## src/rtl/ser_engine_if.sv

```systemverilog
// Command, status and serial-pin bundle between the eCPU command decode and ser_engine.
interface ser_engine_if #(
  parameter int NCH      = 3,
  parameter int MAX_BITS = 32,
  parameter int DIV_W    = 8
);
  localparam int CH_W = (NCH > 1) ? $clog2(NCH) : 1;
  localparam int NB_W = $clog2(MAX_BITS + 1);

  logic                start;
  logic [CH_W-1:0]     chan;
  logic [NB_W-1:0]     nbits;
  logic [DIV_W-1:0]    div;
  logic [MAX_BITS-1:0] wdata;
  logic                abort;
  logic                ovr_clr;
  logic                busy;
  logic                done;
  logic                ovr;
  logic [MAX_BITS-1:0] rdata;
  logic [NCH-1:0]      sclk;
  logic [NCH-1:0]      sdo;
  logic [NCH-1:0]      cs;
  logic [NCH-1:0]      sdi;

  modport master (
    output start, chan, nbits, div, wdata, abort, ovr_clr, sdi,
    input  busy, done, ovr, rdata, sclk, sdo, cs
  );

  modport slave (
    input  start, chan, nbits, div, wdata, abort, ovr_clr, sdi,
    output busy, done, ovr, rdata, sclk, sdo, cs
  );
endinterface

```

## src/rtl/ser_engine.sv

```systemverilog
// Serial shift engine: shifts a word MSB-first out of one select-addressed channel
// with a programmable half-period, capturing read-back bits from that channel's sdi.
module ser_engine #(
  parameter int             NCH        = 3,
  parameter int             MAX_BITS   = 32,
  parameter int             DIV_W      = 8,
  parameter logic [NCH-1:0] CS_ACT_LOW = 3'b010
) (
  input logic         clk,
  input logic         rst,
  ser_engine_if.slave bus
);
  localparam int CH_W = (NCH > 1) ? $clog2(NCH) : 1;
  localparam int NB_W = $clog2(MAX_BITS + 1);
  localparam logic [NB_W-1:0] MAX_N = NB_W'(MAX_BITS);
  localparam logic [NB_W-1:0] ONE_N = NB_W'(1);

  typedef enum logic [2:0] {
    S_IDLE  = 3'd0,
    S_SETUP = 3'd1,
    S_HIGH  = 3'd2,
    S_LOW   = 3'd3,
    S_HOLD  = 3'd4,
    S_DONE  = 3'd5
  } state_t;

  state_t              r_state, w_seq, w_next;
  logic [DIV_W-1:0]    r_cnt, r_div;
  logic [CH_W-1:0]     r_chan, w_nxt_chan;
  logic [NB_W-1:0]     r_left, w_n, w_align;
  logic [MAX_BITS-1:0] r_shift, w_shift_nxt, r_rdata;
  logic                r_ovr, r_busy, r_done;
  logic [NCH-1:0]      r_sclk, r_sdo, r_cs, w_sel, w_sclk, w_sdo, w_cs;
  logic                w_active, w_nxt_active, w_accept, w_cnt_zero;
  logic                w_enter_high, w_leave_high, w_sdi_bit;

  assign w_n          = (bus.nbits > MAX_N) ? MAX_N : bus.nbits;
  assign w_align      = MAX_N - w_n;
  assign w_active     = (r_state == S_SETUP) || (r_state == S_HIGH) ||
                        (r_state == S_LOW)   || (r_state == S_HOLD);
  assign w_accept     = (r_state == S_IDLE) && bus.start;
  assign w_cnt_zero   = (r_cnt == {DIV_W{1'b0}});
  assign w_enter_high = (w_next == S_HIGH) && (r_state != S_HIGH);
  assign w_leave_high = (r_state == S_HIGH) && (w_next != S_HIGH);

  // State register
  always_ff @(posedge clk) begin
    if (!rst) r_state <= S_IDLE;
    else      r_state <= w_next;
  end

  // Next-state: each timed phase ends when the down-counter reaches zero; abort overrides
  always_comb begin
    w_seq = r_state;
    case (r_state)
      S_IDLE:  w_seq = bus.start ? ((w_n == {NB_W{1'b0}}) ? S_DONE : S_SETUP) : S_IDLE;
      S_SETUP: w_seq = w_cnt_zero ? S_HIGH : S_SETUP;
      S_HIGH:  w_seq = w_cnt_zero ? ((r_left == ONE_N) ? S_HOLD : S_LOW) : S_HIGH;
      S_LOW:   w_seq = w_cnt_zero ? S_HIGH : S_LOW;
      S_HOLD:  w_seq = w_cnt_zero ? S_DONE : S_HOLD;
      S_DONE:  w_seq = S_IDLE;
      default: w_seq = S_IDLE;
    endcase
    w_next = (bus.abort && w_active) ? S_IDLE : w_seq;
  end

  // Next shift-register value: aligned load on accept, advance only when HIGH hands over to LOW
  always_comb begin
    if (w_accept)                              w_shift_nxt = bus.wdata << w_align;
    else if (w_leave_high && w_next == S_LOW)  w_shift_nxt = r_shift << 1;
    else                                       w_shift_nxt = r_shift;
  end

  // Outputs: pin values for the upcoming state, so the pins toggle straight from flops
  always_comb begin
    w_nxt_active = (w_next == S_SETUP) || (w_next == S_HIGH) ||
                   (w_next == S_LOW)   || (w_next == S_HOLD);
    w_nxt_chan   = w_accept ? bus.chan : r_chan;
    for (int i = 0; i < NCH; i++) begin
      w_sel[i]  = w_nxt_active && (w_nxt_chan == CH_W'(i));
      w_sclk[i] = w_sel[i] && (w_next == S_HIGH);
      w_sdo[i]  = w_sel[i] && w_shift_nxt[MAX_BITS-1];
      w_cs[i]   = CS_ACT_LOW[i] ^ w_sel[i];
    end
  end

  // Read-back bit from the latched channel; out-of-range channels read as zero
  always_comb begin
    w_sdi_bit = 1'b0;
    for (int i = 0; i < NCH; i++) begin
      w_sdi_bit = w_sdi_bit | ((r_chan == CH_W'(i)) & bus.sdi[i]);
    end
  end

  // Output register
  always_ff @(posedge clk) begin
    if (!rst) begin
      r_busy <= 1'b0;
      r_done <= 1'b0;
      r_sclk <= {NCH{1'b0}};
      r_sdo  <= {NCH{1'b0}};
      r_cs   <= CS_ACT_LOW;
    end else begin
      r_busy <= w_nxt_active;
      r_done <= (w_next == S_DONE);
      r_sclk <= w_sclk;
      r_sdo  <= w_sdo;
      r_cs   <= w_cs;
    end
  end

  // Phase timer, command latch, shift and bit-count datapath
  always_ff @(posedge clk) begin
    if (!rst) begin
      r_cnt   <= {DIV_W{1'b0}};
      r_div   <= {DIV_W{1'b0}};
      r_chan  <= {CH_W{1'b0}};
      r_left  <= {NB_W{1'b0}};
      r_shift <= {MAX_BITS{1'b0}};
    end else begin
      r_shift <= w_shift_nxt;
      if (w_accept) begin
        r_cnt  <= bus.div;
        r_div  <= bus.div;
        r_chan <= bus.chan;
        r_left <= w_n;
      end else if (w_next != r_state) begin
        r_cnt <= r_div;
        if (w_leave_high) r_left <= r_left - ONE_N;
      end else if (!w_cnt_zero) begin
        r_cnt <= r_cnt - {{(DIV_W-1){1'b0}}, 1'b1};
      end
    end
  end

  // Read-back capture (cleared on accept) and sticky overrun flag; a new overrun beats clear
  always_ff @(posedge clk) begin
    if (!rst) begin
      r_rdata <= {MAX_BITS{1'b0}};
      r_ovr   <= 1'b0;
    end else begin
      if (w_accept)          r_rdata <= {MAX_BITS{1'b0}};
      else if (w_enter_high) r_rdata <= {r_rdata[MAX_BITS-2:0], w_sdi_bit};
      if (bus.start && r_state != S_IDLE) r_ovr <= 1'b1;
      else if (bus.ovr_clr)               r_ovr <= 1'b0;
    end
  end

  assign bus.busy  = r_busy;
  assign bus.done  = r_done;
  assign bus.ovr   = r_ovr;
  assign bus.rdata = r_rdata;
  assign bus.sclk  = r_sclk;
  assign bus.sdo   = r_sdo;
  assign bus.cs    = r_cs;
endmodule

```

## src/flat_wrapper.sv

```systemverilog
// flat-port wrapper written by rule: the top's interface ports become plain ports
module ser_engine_flat 
#(
  parameter int             NCH        = 3,
  parameter int             MAX_BITS   = 32,
  parameter int             DIV_W      = 8,
  parameter logic [NCH-1:0] CS_ACT_LOW = 3'b010
)
  (clk, rst, bus_start, bus_chan, bus_nbits, bus_div, bus_wdata, bus_abort, bus_ovr_clr, bus_sdi, bus_busy, bus_done, bus_ovr, bus_rdata, bus_sclk, bus_sdo, bus_cs);
  ser_engine_if #(.NCH(NCH), .MAX_BITS(MAX_BITS), .DIV_W(DIV_W)) bus_i ();
  input logic clk;
  input logic rst;
  input wire logic [$bits(bus_i.start)-1:0] bus_start;
  input wire logic [$bits(bus_i.chan)-1:0] bus_chan;
  input wire logic [$bits(bus_i.nbits)-1:0] bus_nbits;
  input wire logic [$bits(bus_i.div)-1:0] bus_div;
  input wire logic [$bits(bus_i.wdata)-1:0] bus_wdata;
  input wire logic [$bits(bus_i.abort)-1:0] bus_abort;
  input wire logic [$bits(bus_i.ovr_clr)-1:0] bus_ovr_clr;
  input wire logic [$bits(bus_i.sdi)-1:0] bus_sdi;
  output wire logic [$bits(bus_i.busy)-1:0] bus_busy;
  output wire logic [$bits(bus_i.done)-1:0] bus_done;
  output wire logic [$bits(bus_i.ovr)-1:0] bus_ovr;
  output wire logic [$bits(bus_i.rdata)-1:0] bus_rdata;
  output wire logic [$bits(bus_i.sclk)-1:0] bus_sclk;
  output wire logic [$bits(bus_i.sdo)-1:0] bus_sdo;
  output wire logic [$bits(bus_i.cs)-1:0] bus_cs;
  assign bus_i.start = bus_start;
  assign bus_i.chan = bus_chan;
  assign bus_i.nbits = bus_nbits;
  assign bus_i.div = bus_div;
  assign bus_i.wdata = bus_wdata;
  assign bus_i.abort = bus_abort;
  assign bus_i.ovr_clr = bus_ovr_clr;
  assign bus_i.sdi = bus_sdi;
  assign bus_busy = bus_i.busy;
  assign bus_done = bus_i.done;
  assign bus_ovr = bus_i.ovr;
  assign bus_rdata = bus_i.rdata;
  assign bus_sclk = bus_i.sclk;
  assign bus_sdo = bus_i.sdo;
  assign bus_cs = bus_i.cs;
  ser_engine #(.NCH(NCH), .MAX_BITS(MAX_BITS), .DIV_W(DIV_W), .CS_ACT_LOW(CS_ACT_LOW)) u_core (.clk(clk), .rst(rst), .bus(bus_i));
endmodule
```

## config.mk

```make
export PLATFORM = sky130hd
export DESIGN_NAME = ser_engine_flat
export DESIGN_NICKNAME = d
export VERILOG_FILES = /design/src/rtl/ser_engine_if.sv /design/src/rtl/ser_engine.sv /design/src/flat_wrapper.sv
export SDC_FILE = /design/constraint.sdc
export NUM_CORES = 1
export LEC_CHECK = 0
export BUFFER_PORTS_ARGS = -buffer_cell sky130_fd_sc_hd__buf_4
export CORE_MARGIN = 3
export CORE_UTILIZATION = 30
export CTS_CLUSTER_SIZE = 28
export DETAILED_ROUTE_END_ITERATION = 8
export MAX_ROUTING_LAYER = met4
export SETUP_SLACK_MARGIN = 0.05
export SYNTH_ARGS = -nofsm -noshare
export SYNTH_HDL_FRONTEND = slang
export SYNTH_SLANG_ARGS = --single-unit
```

## constraint.sdc

```tcl
create_clock -name clk -period 3.3 [get_ports clk]
set_input_delay 0.165 -clock clk [delete_from_list [all_inputs] [get_ports clk]]
set_output_delay 0.165 -clock clk [all_outputs]
set_load 0.05 [all_outputs]
```

Word-level counts from Yosys, hierarchy flattened. Index checks and enable logic that the tools add are counted.

Bits in registers: 103. Bits of input ports: 56. Output and inout port bits: 44. Logic and storage cells: 98.

$add $sub $neg: 3. Magnitude comparators: 1. Equal/unequal tests: 18. Shift-type cells: 1. Muxes and demuxes: 21. Bitwise operators: 7. Reductions and logical operators: 33.

Operators with widths (count): two-way mux 32 bit (2); << shifter 32 x 6 -> 32 bit (1); two-way mux 6 bit (4); two-way mux 8 bit (3); logical AND 1 bit (15); two-way mux 3 bit (5); case mux 3 bit (5 select lines) (1); equality test 3 x 2 -> 1 bit (second input constant) (4); equality test 3 bit (second input constant) (3); != test 3 x 2 -> 1 bit (second input constant) (3); logical NOT 8 bit (1); nonzero test 2 bit (4); subtractor 8 x 1 -> 8 bit (second input constant) (1); equality test 3 x 1 -> 1 bit (second input constant) (2); equality test 6 x 1 -> 1 bit (second input constant) (1); greater-than comparator 6 bit (second input constant) (1); logical NOT 6 bit (1); logical OR 1 bit (6); subtractor 6 x 1 -> 6 bit (second input constant) (1); subtractor 6 bit (first input constant) (1); equality test 2 x 1 -> 1 bit (second input constant) (2); equality test 2 bit (second input constant) (2); logical NOT 2 bit (2); two-way mux 1 bit (4); 9 further kinds (14).

Logic depth before layout (Yosys ltp).
Word-level depth: 13. Gate-level depth with buffers: 13. Depth with buffers taken out: 9.

Worst setup path before layout. Ideal clock, no wire load.

Kind: input to register. Start: in bus_nbits[0]. End: reg u_core.r_shift[28]. Setup time: 0.122 ns. Arrival time: 3.046 ns. Required time: 3.178 ns. Slack: 0.132 ns. Stages: 12. Path buffers: 5. Cell sequence: nor2b_1 -> buf_2 -> buf_2 -> inv_1 -> ha_1 -> clkbuf_1 -> xnor2_1 -> clkbuf_1 -> buf_1 -> mux2i_1 -> mux2i_1 -> a221o_1.

Longest elaborated chain between the ends: 11. Elaborated cells between the ends (all ways): 15. Those cells by class: add/sub: 1; order compare: 1; eq/ne: 2; shift: 1; mux: 6; reduce/logical: 4.

RTL lines: start, declared (line flat_wrapper.sv:15) `input wire logic [$bits(bus_i.nbits)-1:0] bus_nbits;`; greater-than comparator 6 bit (line ser_engine.sv:37) `assign w_n = (bus.nbits > MAX_N) ? MAX_N : bus.nbits;`; two-way mux 6 bit * (line ser_engine.sv:37); parallel branches: the longest is 9 deep, another holds subtractor 6 bit; end signal, assigned (line ser_engine.sv:119) `r_shift <= {MAX_BITS{1'b0}};`; end signal, assigned (line ser_engine.sv:121) `r_shift <= w_shift_nxt;`; end, declared (line ser_engine.sv:31) `logic [MAX_BITS-1:0] r_shift, w_shift_nxt, r_rdata;`.

Every way passes the cells marked *. A chain may end at the register's enable or synchronous reset.

Worst setup path after layout.
Start: reg u_core.r_cnt[0]. End: reg u_core.r_shift[24].

Longest elaborated chain between the ends: 8. Elaborated cells between the ends (all ways): 12. Those cells by class: eq/ne: 2; mux: 6; reduce/logical: 4.

RTL lines: start, declared (line ser_engine.sv:28) `logic [DIV_W-1:0] r_cnt, r_div;`; start signal, assigned (line ser_engine.sv:115) `r_cnt <= {DIV_W{1'b0}};`; start signal, assigned (line ser_engine.sv:123) `r_cnt <= bus.div;`; start signal, assigned (line ser_engine.sv:128) `r_cnt <= r_div;`; logical NOT 8 bit * (line ser_engine.sv:42) `assign w_cnt_zero = (r_cnt == {DIV_W{1'b0}});`; two-way mux 1 bit, or another cell as far along (line ser_engine.sv:60) `S_HOLD: w_seq = w_cnt_zero ? S_DONE : S_HOLD;`; case mux 3 bit (5 select lines) * (line ser_engine.sv:55) `case (r_state)`; two-way mux 3 bit * (line ser_engine.sv:64) `w_next = (bus.abort && w_active) ? S_IDLE : w_seq;`; != test 3 x 2 -> 1 bit (line ser_engine.sv:44) `assign w_leave_high = (r_state == S_HIGH) && (w_next != S_HIGH);`; logical AND 1 bit (line ser_engine.sv:44); logical AND 1 bit * (line ser_engine.sv:70) `else if (w_leave_high && w_next == S_LOW) w_shift_nxt = r_shift << 1;`; nonzero test 2 bit (no line) *.

Mark *: on every way between the ends. The rest lies on a longest branch, timed or not.

==> metrics list <==
- Setup repair after global routing left no endpoint under its margin.
* Kind of launch point of the worst setup path: flop
* Netlist area before placement: 0.00620 mm^2
- Area growth from synthesis to layout: 22.4%
- Worst path setup slack after routing: between 0.2 and 0.3 ns
* Final weighted congestion in routability-driven placement: ~0.85
- The first global-routing pass estimated 26600 um of wire.
- Routed wire length per instance: approximately 16 um
- Summed over all cells, the static leakage comes to 0.00314 uW.
- In the final layout, the share of cells above drive strength 1 is 0.247.
* Number of rows in the core area: 51
- The flow ran to the end, and the final reports show no timing, DRC or antenna violations.
- Setup violations remaining at the end of the flow were counted as 0.
* Number of placed I/O pins: 100
- The critical path is of the reg -> reg type.
- Cell at the root of the clock tree: sky130_fd_sc_hd__clkbuf_16
* Die extent in y: 150 um
* Worst-skew pair later-pin latency: 0.34 ns
* Power after layout: 3760 uW
- The detailed router put a total of 8140 um of wire on met1.
- TritonCTS Sinks: 103
* Count of buffers inserted at the top-level ports: 99
- For this run, the total global-route usage over all layers was measured as 0.147.
- No sink is reached through more buffers than the 2 on the longest clock path.
* Leading cell types by total area after synthesis: sky130_fd_sc_hd__dfxtp_1, sky130_fd_sc_hd__mux4_2, sky130_fd_sc_hd__mux2i_1
- Detailed route wirelength on metal2: 7080 um
* Net count, final: 833
- Mean instance size in the synthesized netlist: just under 9 um^2
- Area of the placeable core: roughly 0.02 mm^2
- The die is 150 um wide.
* Most frequently used cell type in the post-synthesis netlist: sky130_fd_sc_hd__dfxtp_1
- Total routed wirelength: 16300 um
- Top cell types by occurrence after synthesis: sky130_fd_sc_hd__dfxtp_1, sky130_fd_sc_hd__nand2_1, sky130_fd_sc_hd__mux2i_1
- Total negative setup slack: 0 ns
* Fraction of the yosys area taken by sequential cells: 0.333
- Number of search-and-repair iterations in the first detailed-routing pass: 4
- Count of flip-flops with a built-in enable after synthesis: 0
- The via count of the first global-routing pass was ~5200.
* Total power divided by cell area: about 500 mW/mm^2
- Top cell type's share of synthesized area: 0.333
* Async SR Flop Fraction: 0
- The worst pin sits at a relative slew slack of 0.421.
- Most frequently used flop master after synthesis: sky130_fd_sc_hd__dfxtp_1
- The repair_antennas step left the layout with diodes totalling 0.
- Of all nets on the critical path, the largest fanout is 20.
* Initial core utilization: 0.311
- Dpl ws: 0.240 ns
- Max-cap viol count: 0
- The number of antenna violations at the first check in global routing came to 0.
- When the netlist entered floorplanning its net count stood at 757.
* Cell variety after synth: 67
- Most area-hungry cell type in the Yosys netlist: sky130_fd_sc_hd__dfxtp_1
- Largest clock skew in the final design: 0.00406 ns
* Final Cycle Share: 0.921
* Total congestion overflow after global routing: 0
- Via count: 5525
- The max-slew violation count came to 0.
- Actual transition at the worst max-transition pin: 0.868 ns
* Routed length on met3: 951 um
- Synthesis inferred 103 register bits.
- The number of hold buffers added after CTS was 0.
* Total of cells resized after clock tree synthesis: 0
* Maximum vdd ir drop: 0.246 mV
- H-tree lvl count: 3
- HPWL after DPL: 12100 um
* First-iteration detailed-routing DRC count: 303
* Critical Path End Type: flop
* Number of buffers added for setup after CTS: 0
* Clk pin slew, worst setup/hold paths: 0.07 ns
* Min cycle time layout: 3.04 ns
* DR DRC count: 0
- In the routed layout, each cell is associated on average with a via count of 5.30.
- Data on the critical path arrives at its endpoint at roughly 3.3 ns.
- Finished Layout Cells: 1043
* Gate count of the mapped netlist: 697
- Timing would allow up to 329 MHz.
- Die Outline Area: 0.0224 mm^2
* Uppermost signal routing layer after detailed routing: met4
- Pin count of the biggest net entering global routing: 37
- Final-layout worst hold slack: 0.0804 ns
* Data required time at the worst endpoint: 3.53 ns
- Worst hold path class: in -> reg
- TritonCTS clock tree: built
- Placed Cells: 1027
- The number of clock buffers added by TritonCTS is 9.
- Once detail routing completed, the nets flagged for antenna violations numbered 0.
* Synth Warn #: 0
- The count of final hold-check violations is 0.
[sequential cells by signal (all words and copies together) (netlist names), 2 cells and up]
signal            cells
u_core.r_state        3
u_core.bus.sdo        3
u_core.r_cnt          8
u_core.bus.rdata     32
u_core.r_chan         2
u_core.r_left         6
u_core.bus.cs         3
u_core.r_shift       32
u_core.bus.sclk       3
u_core.r_div          8
[cells by family (layout without fill, tap and decap cells)]
kind of cell	Yosys count	after routing	synth area share
DFF	103	103	0.333
buffers and inverters	72	153	0.0468
muxes	106	106	0.236
adders and majority gates	4	4	0.00807
and+or+nand+nor	263	263	0.204
AOI/OAI and AO/OA	138	138	0.157
xor gates and xnor gates	11	11	0.0155
[path summary, 6_finish.rpt]
path,cells after the start,slack [ns],startpoint,endpoint
worst max-delay path,9,0.26,u_core.r_cnt[0],u_core.r_shift[24]
worst min-delay path,3,0.08,bus_div[4],u_core.r_div[4]
worst max register to register,9,0.26,u_core.r_cnt[0],u_core.r_shift[24]
worst min register to register,2,0.45,u_core.r_div[7],u_core.r_div[7]
[cell type report]
type	count	area, um^2
multi-input combinational	522	3890
timing repair buffer	121	933
fill	2076	12300
tap	265	332
inverter	16	60.1
sequential	103	2060
clock buffer	9	225
clock inverter	7	87.6
[metrics by stage]
stage / area, um^2 / utilization
2_1_floorplan: 6200 / -
3_3_place_gp: 7260 / 0.365
3_5_place_dp: 7260 / 0.365
4_1_cts: 7580 / 0.381
5_1_grt: 7590 / 0.381
6_report: 7590 / 0.381
[worst max-delay path, cell delays in order (launching register included)]
cell                      delay (ns)
sky130_fd_sc_hd__dfxtp_1        0.34
sky130_fd_sc_hd__inv_1          0.06
sky130_fd_sc_hd__ha_1           0.21
sky130_fd_sc_hd__or3b_2         0.50
sky130_fd_sc_hd__or3_1          0.34
sky130_fd_sc_hd__o211a_1        0.24
sky130_fd_sc_hd__or3_1          0.36
sky130_fd_sc_hd__buf_4          0.23
sky130_fd_sc_hd__mux2_2         0.29
sky130_fd_sc_hd__a221o_1        0.34
[where the power goes]
group          leakage [uW]  internal, uW  switching [uW]
sequential         0.000838          1350            75.9
combinational       0.00215           528             691
clock              0.000148           607             505
[metal layers]
| layer | vias to the layer above | GRT usage |
|---|---|---|
| met1 | 2616 | 0.214 |
| met3 | 12 | 0.0185 |
| li1 | 2732 | - |
| met5 | - | - |
| met4 | 0 | 0.0375 |
| met2 | 165 | 0.218 |
[layout by cell type (no fill, tap or decap), drive strengths merged, types with 4 or more instances in the layout]
cell / instances
xor2: 4
nor3b: 8
nand3: 27
nor3: 18
o21ai: 15
a211oi: 13
inv: 20
mux4: 31
mux2: 7
nand2: 88
and2: 10
buf: 121
mux2i: 68
and3: 11
dfxtp: 103
clkbuf: 9
a221o: 11
or2: 5
nor4: 5
nor2b: 6
xnor2: 7
o31ai: 5
or3: 8
ha: 4
nand2b: 6
nor2: 57
a31oi: 20
a21oi: 35
No activity file was read; power rests on OpenSTA's default activity.
